--- config.mk ---
export PLATFORM = sky130hd
export DESIGN_NAME = operand_reg_reader
export DESIGN_NICKNAME = d
export VERILOG_FILES = /design/src/rtl/mat_pkg.sv /design/src/rtl/operand_skid_fifo.sv /design/src/rtl/operand_reg_reader.sv
export SDC_FILE = /design/constraint.sdc
export NUM_CORES = 1
export LEC_CHECK = 0
export BUFFER_PORTS_ARGS = -buffer_cell sky130_fd_sc_hd__clkbuf_2
export CAP_MARGIN = 15
export CORE_MARGIN = 2
export CORE_UTILIZATION = 49
export DETAILED_ROUTE_END_ITERATION = 12
export HOLD_SLACK_MARGIN = 0.12
export PLACE_DENSITY = 0.75
export SYNTH_ARGS = -nofsm -noshare
export SYNTH_HDL_FRONTEND = slang
export SYNTH_SLANG_ARGS = --single-unit
--- constraint.sdc ---
create_clock -name clk_i -period 1.8 [get_ports clk_i]
set_input_delay 0.18 -clock clk_i [delete_from_list [all_inputs] [get_ports clk_i]]
set_output_delay 0.18 -clock clk_i [all_outputs]
set_load 0.05 [all_outputs]
--- src/rtl/mat_pkg.sv ---
// rtl/mat_pkg.sv - shared matrix operand definitions
// Purpose: default geometry of the matrix operand register, reader FSM
//          state encoding and the sweep address mapping.
// Ports:   none (package).
package mat_pkg;

  localparam int DATA_WIDTH  = 32;
  localparam int ADDR_WIDTH  = 4;
  localparam int HALF_WIDTH  = ADDR_WIDTH / 2;
  localparam int MATRIX_SIZE = 16;

  typedef enum logic {
    IDLE = 1'b0,
    RUN  = 1'b1
  } state_t;

  // idx is {row, col}; the transposed sweep walks columns first, so the
  // register is addressed with the two halves swapped.
  function automatic logic [ADDR_WIDTH-1:0] sweep_addr(input logic [ADDR_WIDTH-1:0] idx,
                                                       input logic                  transpose);
    if (transpose) begin
      return {idx[HALF_WIDTH-1:0], idx[ADDR_WIDTH-1:HALF_WIDTH]};
    end
    return idx;
  endfunction

endpackage

--- src/rtl/operand_skid_fifo.sv ---
// rtl/operand_skid_fifo.sv - two-entry FIFO absorbing read latency and backpressure
// Purpose: holds returned operand words ({last, data}) until the consumer
//          takes them; push and pop in the same cycle are legal even when full.
// Ports:   clk_i/rst_ni   clock, asynchronous active-low reset
//          flush_i        drop all stored entries (wins over push/pop)
//          push_i/push_data_i  write one entry
//          pop_i          remove the head entry
//          head_o         current head entry
//          count_o        number of stored entries (0..2)
module operand_skid_fifo #(
  parameter int WIDTH = 33
) (
  input  logic             clk_i,
  input  logic             rst_ni,
  input  logic             flush_i,
  input  logic             push_i,
  input  logic [WIDTH-1:0] push_data_i,
  input  logic             pop_i,
  output logic [WIDTH-1:0] head_o,
  output logic [1:0]       count_o
);

  logic [WIDTH-1:0] mem_q [2];
  logic             wr_ptr_q;
  logic             rd_ptr_q;
  logic [1:0]       count_q;
  logic             do_push;
  logic             do_pop;

  assign do_pop  = pop_i && (count_q != 2'd0);
  // When full, a push is only accepted if the head leaves in the same cycle;
  // the write then lands in the slot being vacated.
  assign do_push = push_i && ((count_q != 2'd2) || do_pop);

  always_ff @(posedge clk_i or negedge rst_ni) begin
    if (!rst_ni) begin
      mem_q[0] <= '0;
      mem_q[1] <= '0;
      wr_ptr_q <= 1'b0;
      rd_ptr_q <= 1'b0;
      count_q  <= 2'd0;
    end else if (flush_i) begin
      wr_ptr_q <= 1'b0;
      rd_ptr_q <= 1'b0;
      count_q  <= 2'd0;
    end else begin
      if (do_push) begin
        mem_q[wr_ptr_q] <= push_data_i;
        wr_ptr_q        <= ~wr_ptr_q;
      end
      if (do_pop) begin
        rd_ptr_q <= ~rd_ptr_q;
      end
      case ({do_push, do_pop})
        2'b10:   count_q <= count_q + 2'd1;
        2'b01:   count_q <= count_q - 2'd1;
        default: count_q <= count_q;
      endcase
    end
  end

  assign head_o  = mem_q[rd_ptr_q];
  assign count_o = count_q;

endmodule

--- src/rtl/operand_reg_reader.sv ---
// rtl/operand_reg_reader.sv - streaming read master for the matrix operand register
// Purpose: on start_i sweeps every entry of one operand register (row-major or
//          transposed) and streams the words out with valid/ready and a last flag.
// Ports:   clk_i/rst_ni        clock, asynchronous active-low reset
//          start_i/transpose_i begin a sweep, order selected at start
//          clear_i             synchronous abort and flush
//          addr_Mat_o/write_en_Mat_o/read_data_Mat_i  operand register port
//          data_o/valid_o/ready_i/last_o              output stream
//          busy_o              sweep in progress
//          done_o              one-cycle pulse after the final handshake
module operand_reg_reader #(
  parameter int DATA_WIDTH  = mat_pkg::DATA_WIDTH,
  parameter int ADDR_WIDTH  = mat_pkg::ADDR_WIDTH,
  parameter int MATRIX_SIZE = mat_pkg::MATRIX_SIZE,
  parameter int RD_LAT      = 1
) (
  input  logic                  clk_i,
  input  logic                  rst_ni,
  input  logic                  start_i,
  input  logic                  transpose_i,
  input  logic                  clear_i,
  output logic [ADDR_WIDTH-1:0] addr_Mat_o,
  output logic                  write_en_Mat_o,
  input  logic [DATA_WIDTH-1:0] read_data_Mat_i,
  output logic [DATA_WIDTH-1:0] data_o,
  output logic                  valid_o,
  input  logic                  ready_i,
  output logic                  last_o,
  output logic                  busy_o,
  output logic                  done_o
);

  import mat_pkg::state_t;
  import mat_pkg::IDLE;
  import mat_pkg::RUN;
  import mat_pkg::sweep_addr;

  // One extra bit so idx can step past the final entry instead of wrapping.
  localparam int IDX_W = ADDR_WIDTH + 1;
  localparam logic [IDX_W-1:0] LAST_IDX = IDX_W'(MATRIX_SIZE - 1);
  localparam logic [IDX_W-1:0] END_IDX  = IDX_W'(MATRIX_SIZE);

  state_t                state_q, state_d;
  logic [IDX_W-1:0]      idx_q;
  logic                  transpose_q;
  logic                  prime_q;
  logic [ADDR_WIDTH-1:0] addr_q;
  logic                  done_q;

  logic                  start_go;
  logic                  issue;
  logic                  issue_last;
  logic                  pop;
  logic                  last_hs;
  logic                  push;
  logic                  push_last;
  logic                  inflight;
  logic [2:0]            occupancy;
  logic [2:0]            room_limit;
  logic [ADDR_WIDTH-1:0] next_idx;
  logic [1:0]            fifo_count;
  logic [DATA_WIDTH:0]   fifo_head;

  assign start_go   = (state_q == IDLE) && start_i && !clear_i;
  assign pop        = valid_o && ready_i && !clear_i;
  assign last_hs    = pop && fifo_head[DATA_WIDTH];
  assign issue_last = (idx_q == LAST_IDX);
  assign next_idx   = idx_q[ADDR_WIDTH-1:0] + {{(ADDR_WIDTH-1){1'b0}}, 1'b1};

  // Count stored plus in-flight words; an entry popped this cycle frees a
  // slot immediately, which is what keeps the stream bubble-free.
  assign occupancy  = {1'b0, fifo_count} + {2'b00, inflight};
  assign room_limit = pop ? 3'd3 : 3'd2;

  // The first RUN cycle only presents the start address to the register;
  // reads are issued from the following cycle on.
  assign issue = (state_q == RUN) && !prime_q && !clear_i &&
                 (idx_q < END_IDX) && (occupancy < room_limit);

  always_comb begin
    state_d = state_q;
    if (clear_i) begin
      state_d = IDLE;
    end else begin
      case (state_q)
        IDLE:    if (start_i) state_d = RUN;
        RUN:     if (last_hs) state_d = IDLE;
        default: state_d = IDLE;
      endcase
    end
  end

  always_ff @(posedge clk_i or negedge rst_ni) begin
    if (!rst_ni) begin
      state_q     <= IDLE;
      idx_q       <= '0;
      transpose_q <= 1'b0;
      prime_q     <= 1'b0;
      addr_q      <= '0;
      done_q      <= 1'b0;
    end else begin
      state_q <= state_d;
      done_q  <= last_hs;
      if (start_go) begin
        idx_q       <= '0;
        transpose_q <= transpose_i;
        prime_q     <= 1'b1;
        addr_q      <= sweep_addr('0, transpose_i);
      end else begin
        prime_q <= 1'b0;
        if (issue) begin
          idx_q <= idx_q + 1'b1;
          // After the final read the address stays on the last entry.
          if (!issue_last) begin
            addr_q <= sweep_addr(next_idx, transpose_q);
          end
        end
      end
    end
  end

  // Read-latency alignment: the valid/last tag of each issued read travels
  // alongside the register access and arrives together with its data.
  if (RD_LAT == 0) begin : g_no_lat
    assign push      = issue;
    assign push_last = issue_last;
    assign inflight  = 1'b0;
  end else begin : g_lat
    logic pipe_valid_q;
    logic pipe_last_q;

    always_ff @(posedge clk_i or negedge rst_ni) begin
      if (!rst_ni) begin
        pipe_valid_q <= 1'b0;
        pipe_last_q  <= 1'b0;
      end else if (clear_i) begin
        pipe_valid_q <= 1'b0;
        pipe_last_q  <= 1'b0;
      end else begin
        pipe_valid_q <= issue;
        pipe_last_q  <= issue && issue_last;
      end
    end

    assign push      = pipe_valid_q && !clear_i;
    assign push_last = pipe_last_q;
    assign inflight  = pipe_valid_q;
  end

  operand_skid_fifo #(
    .WIDTH(DATA_WIDTH + 1)
  ) u_fifo (
    .clk_i       (clk_i),
    .rst_ni      (rst_ni),
    .flush_i     (clear_i),
    .push_i      (push),
    .push_data_i ({push_last, read_data_Mat_i}),
    .pop_i       (pop),
    .head_o      (fifo_head),
    .count_o     (fifo_count)
  );

  assign addr_Mat_o     = addr_q;
  assign write_en_Mat_o = 1'b0;
  assign data_o         = fifo_head[DATA_WIDTH-1:0];
  assign valid_o        = (fifo_count != 2'd0);
  assign last_o         = valid_o && fifo_head[DATA_WIDTH];
  assign busy_o         = (state_q == RUN);
  assign done_o         = done_q;

endmodule

==> flow_metrics.env <==
export IMPL_status="finished clean"
export IMPL_dp_hpwl_mm=5.029
export IMPL_crit_chain="or4b_4 -> or2_4 -> or4_1 -> a21oi_1"
export IMPL_vias=2674
export IMPL_clk_pin_slew_worst_paths_ns=0.08
export IMPL_p_comb_share_pct=41.6
export IMPL_end_kind="flip-flop"
export IMPL_final_fill_count=566
export IMPL_ys_seq_elements=85
export IMPL_cellLeakagePower_uw=0.002528
export IMPL_setup_viol_count_final=0
export IMPL_syn_area_per_cell_um2=13.89
export IMPL_ys_seq_area_share_pct=55.27
export IMPL_critPathArrivalTime_ns=2.07
export IMPL_routed_wl_mm=8.131
export IMPL_syn2layout_area_growth_pct=37.00
export IMPL_required_ns=2.08
export IMPL_port_buffers=77
export IMPL_place_area_mm2=0.004498
export IMPL_period_share_pct=99.60
export IMPL_clock_skew_ns=0.008326
export IMPL_numCtsBuffers=9
export IMPL_p_switching_uw=2908
export IMPL_globalRouteTotalUtil_pct=19.31
export IMPL_min_period_ns=1.793
export IMPL_cts_sinks=85
export IMPL_synth_ff_type="dfrtp_1"
export IMPL_start_kind="flip-flop"
export IMPL_highest_layer="met4"
export IMPL_die_width_um=92.63
export IMPL_slowest_stage="or4b_4"
export IMPL_antenna_left=0
export IMPL_cpPeakStageDelay_ns=0.53
export IMPL_p_int_uw=4601
export IMPL_grt_pass1_vias=2834
export IMPL_rsz0062_at_grt="yes"
export IMPL_m1WireLength_mm=3.648
export IMPL_final_max_slew_viol_count=0
export IMPL_fp_dieArea_mm2=0.008579
export IMPL_grt_pass1_wl_mm=13.01
export IMPL_met3_length_um=365
export IMPL_pwr_share_seq_pct=36.0
export IMPL_place_gp_congestion=0.7699
export IMPL_critPathBufInv=0
export IMPL_core_rowCount=32
export IMPL_routed_wl_met2_mm=3.996
export IMPL_grt_max_degree=41
export IMPL_die_y_um=92.63
export IMPL_drcViolationCount=0
export IMPL_drt_iter0_markers=44
export IMPL_cts_tree="yes"
export IMPL_insertion_delay_ns=0.36
export IMPL_fmax_mhz=557.8
export IMPL_cts_max_level=3
export IMPL_final_util_pct=68.59
export IMPL_start_util_pct=50.07
export IMPL_antenna_found_initial=0
export IMPL_coreArea_mm2=0.007687
export IMPL_postSynth_asyncResetShare_pct=100.0
export IMPL_min_delay_path_class="primary input to flip-flop"
export IMPL_cts_path_max_buffers=2
export IMPL_critPathTopFamily="simple AND/OR/NAND/NOR gates"
export IMPL_syn_area_mm2=0.003849
export IMPL_swShare_pct=38.73
export IMPL_grt_ovfl_total=0
export IMPL_fin_area_mm2=0.005273
export IMPL_wire_per_inst_um=15.61
export IMPL_peakVddDrop_v=0.0007969
export IMPL_nets=456
export IMPL_via_per_inst=5.132
export IMPL_drv_cap=0
export IMPL_dr_pass1_iters=4
export IMPL_reg2reg_slack_ns=0.007
export IMPL_yosysWarnings=0
export IMPL_finalHoldViolCount=0
export IMPL_synth_cell_types=40
export IMPL_power_frac_clock_pct=22.4
export IMPL_synthesis_nets=319
export IMPL_cts_root_buf="clkbuf_8"
export IMPL_crit_fanout=6
export IMPL_synthCells=277
export IMPL_preCtsSetupSlack_ns=-0.06440
export IMPL_drive_gt1_share_pct=55.61
export IMPL_synth_edf_count=0
export IMPL_crit_type="flip-flop to flip-flop"
export IMPL_ios=79
export IMPL_diodes=0
export IMPL_powerDensity_mw_per_mm2=1424
export IMPL_setup_ws_ns=0.007210
[cells in the mapped netlist (2+ instances only)]
master,count,share of area (%)
mux2_2,95,28
dfrtp_1,85,55
nand2_1,11,1.1
mux2i_1,8,2.1
nor2_1,8,0.78
o21ai_0,6,0.78
a21oi_1,5,0.65
inv_1,5,0.49
buf_2,4,0.52
ha_1,4,1.3
buf_1,3,0.29
buf_6,3,0.88
mux2_1,3,0.88
nand3_1,3,0.39
o31ai_1,3,0.59
clkbuf_1,2,0.20
nor3_1,2,0.26
or3_2,2,0.39
or4_1,2,0.39
xnor2_1,2,0.46
xor2_1,2,0.46
[layer usage]
metal  vias to the layer above  GRT usage [%]
li1                       1263              -
met1                      1342          23.06
met2                        58          33.82
met3                        11          4.231
met4                         0          7.966
met5                         -              0
[area by class of cell]
type | instances | area, um^2 | area share, %
flip-flops and latches | 85 | 2131 | 40.41
multi-input cells | 173 | 1670 | 31.68
repair buffers | 140 | 1067 | 20.24
clock buffers | 11 | 151.4 | 2.871
well taps | 102 | 127.6 | 2.420
clock inverters | 5 | 106.4 | 2.017
inverters | 5 | 18.77 | 0.3560
[what timing repair did]
| action | 4_1_cts | 5_1_grt |
|---|---|---|
| pin swaps | 3 | 6 |
| gates cloned | 0 | 2 |
| hold buffers | 35 | 0 |
| endpoints found under the setup margin | 19 | 70 |
| hold endpoints to repair | 149 | 0 |
| gates resized for setup | 15 | 27 |
| buffers inserted | 1 | 4 |
[cell usage in the layout (no fill, tap or decap), types with 2 or more instances in the layout]
cell / Yosys / layout
a21oi_1: 5 / 5
buf_12: 0 / 4
buf_2: 4 / 15
buf_4: 1 / 21
buf_6: 3 / 3
bufinv_16: 0 / 3
clkbuf_2: 0 / 48
clkbuf_4: 0 / 12
clkbuf_8: 1 / 11
dfrtp_1: 85 / 82
dfrtp_2: 0 / 3
dlygate4sd3_1: 0 / 35
ha_1: 4 / 2
inv_1: 5 / 5
mux2_1: 3 / 3
mux2_2: 95 / 95
mux2i_1: 8 / 7
nand2_1: 11 / 11
nand3_1: 3 / 3
nor2_1: 8 / 6
nor2_4: 0 / 2
o21ai_0: 6 / 5
o21ai_2: 1 / 2
o31ai_1: 3 / 3
or4_1: 2 / 2
xnor2_1: 2 / 2
xor2_1: 2 / 2
[sequential cells by signal (all words and copies together), names as in the netlist]
register / count
addr_Mat_o: 4
busy_o: 1
done_o: 1
g_lat.pipe_last_q: 1
g_lat.pipe_valid_q: 1
idx_q: 5
prime_q: 1
transpose_q: 1
u_fifo.count_o: 2
u_fifo.mem_q: 66
u_fifo.rd_ptr_q: 1
u_fifo.wr_ptr_q: 1
[through the flow]
step | hold WS [ns] | power, uW | std cells | TNS, ns
final | 0.1869 | 7509 | 521 | 0
after global routing | 0.2202 | 7893 | 521 | -0.08228
after CTS | 0.1722 | 7543 | 515 | -0.03430
after detailed placement | 0.1065 | 5715 | 463 | -0.2011
after global placement | 0.1070 | 5631 | 463 | -0.01587
after floorplan | -0.1156 | 5025 | 277 | -0.3194
[worst register-to-register path, delay by kind of cell, from the launching register on]
kind               cells  cell delay [ns]
DFF                    1             0.37
AOI/OAI and AO/OA      1             0.14
and+or+nand+nor        3             1.21
[final timing paths]
kind / from / cells past startpoint / endpoint
setup / recovery: prime_q$_DFF_PN0_ / 4 / idx_q[2]$_DFFE_PN0P_
hold / removal: start_i / 3 / busy_o$_DFF_PN0_
setup reg to reg: prime_q$_DFF_PN0_ / 4 / idx_q[2]$_DFFE_PN0P_
hold reg to reg: u_fifo.mem_q[25]$_DFFE_PN0P_ / 1 / u_fifo.mem_q[25]$_DFFE_PN0P_
max in group asynchronous: rst_ni / 3 / u_fifo.rd_ptr_q$_DFFE_PN0P_
min in group asynchronous: rst_ni / 2 / u_fifo.mem_q[15]$_DFFE_PN0P_
[power by group through the flow]
stage / combinational, uW / clock, uW / sequential, uW
floorplan: 2270 / 0 / 2750
global placement: 2940 / 0 / 2700
CTS: 3120 / 1730 / 2690
finish: 3120 / 1690 / 2700
detailed placement: 2980 / 0 / 2730
global route: 3320 / 1810 / 2770
[logic make-up (layout without fill, tap and decap cells)]
group / Yosys count / in the layout / share of synthesized area, %
and+or+nand+nor: 38 / 38 / 5.462
AOI/OAI and AO/OA: 20 / 20 / 3.283
xor gates and xnor gates: 4 / 4 / 0.9104
buffers and inverters: 19 / 161 / 2.926
adders and majority gates: 4 / 4 / 1.300
other: 1 / 1 / 0.09744
DFF: 85 / 85 / 55.27
muxes: 106 / 106 / 30.75
(Power assumes the default switching activity.)
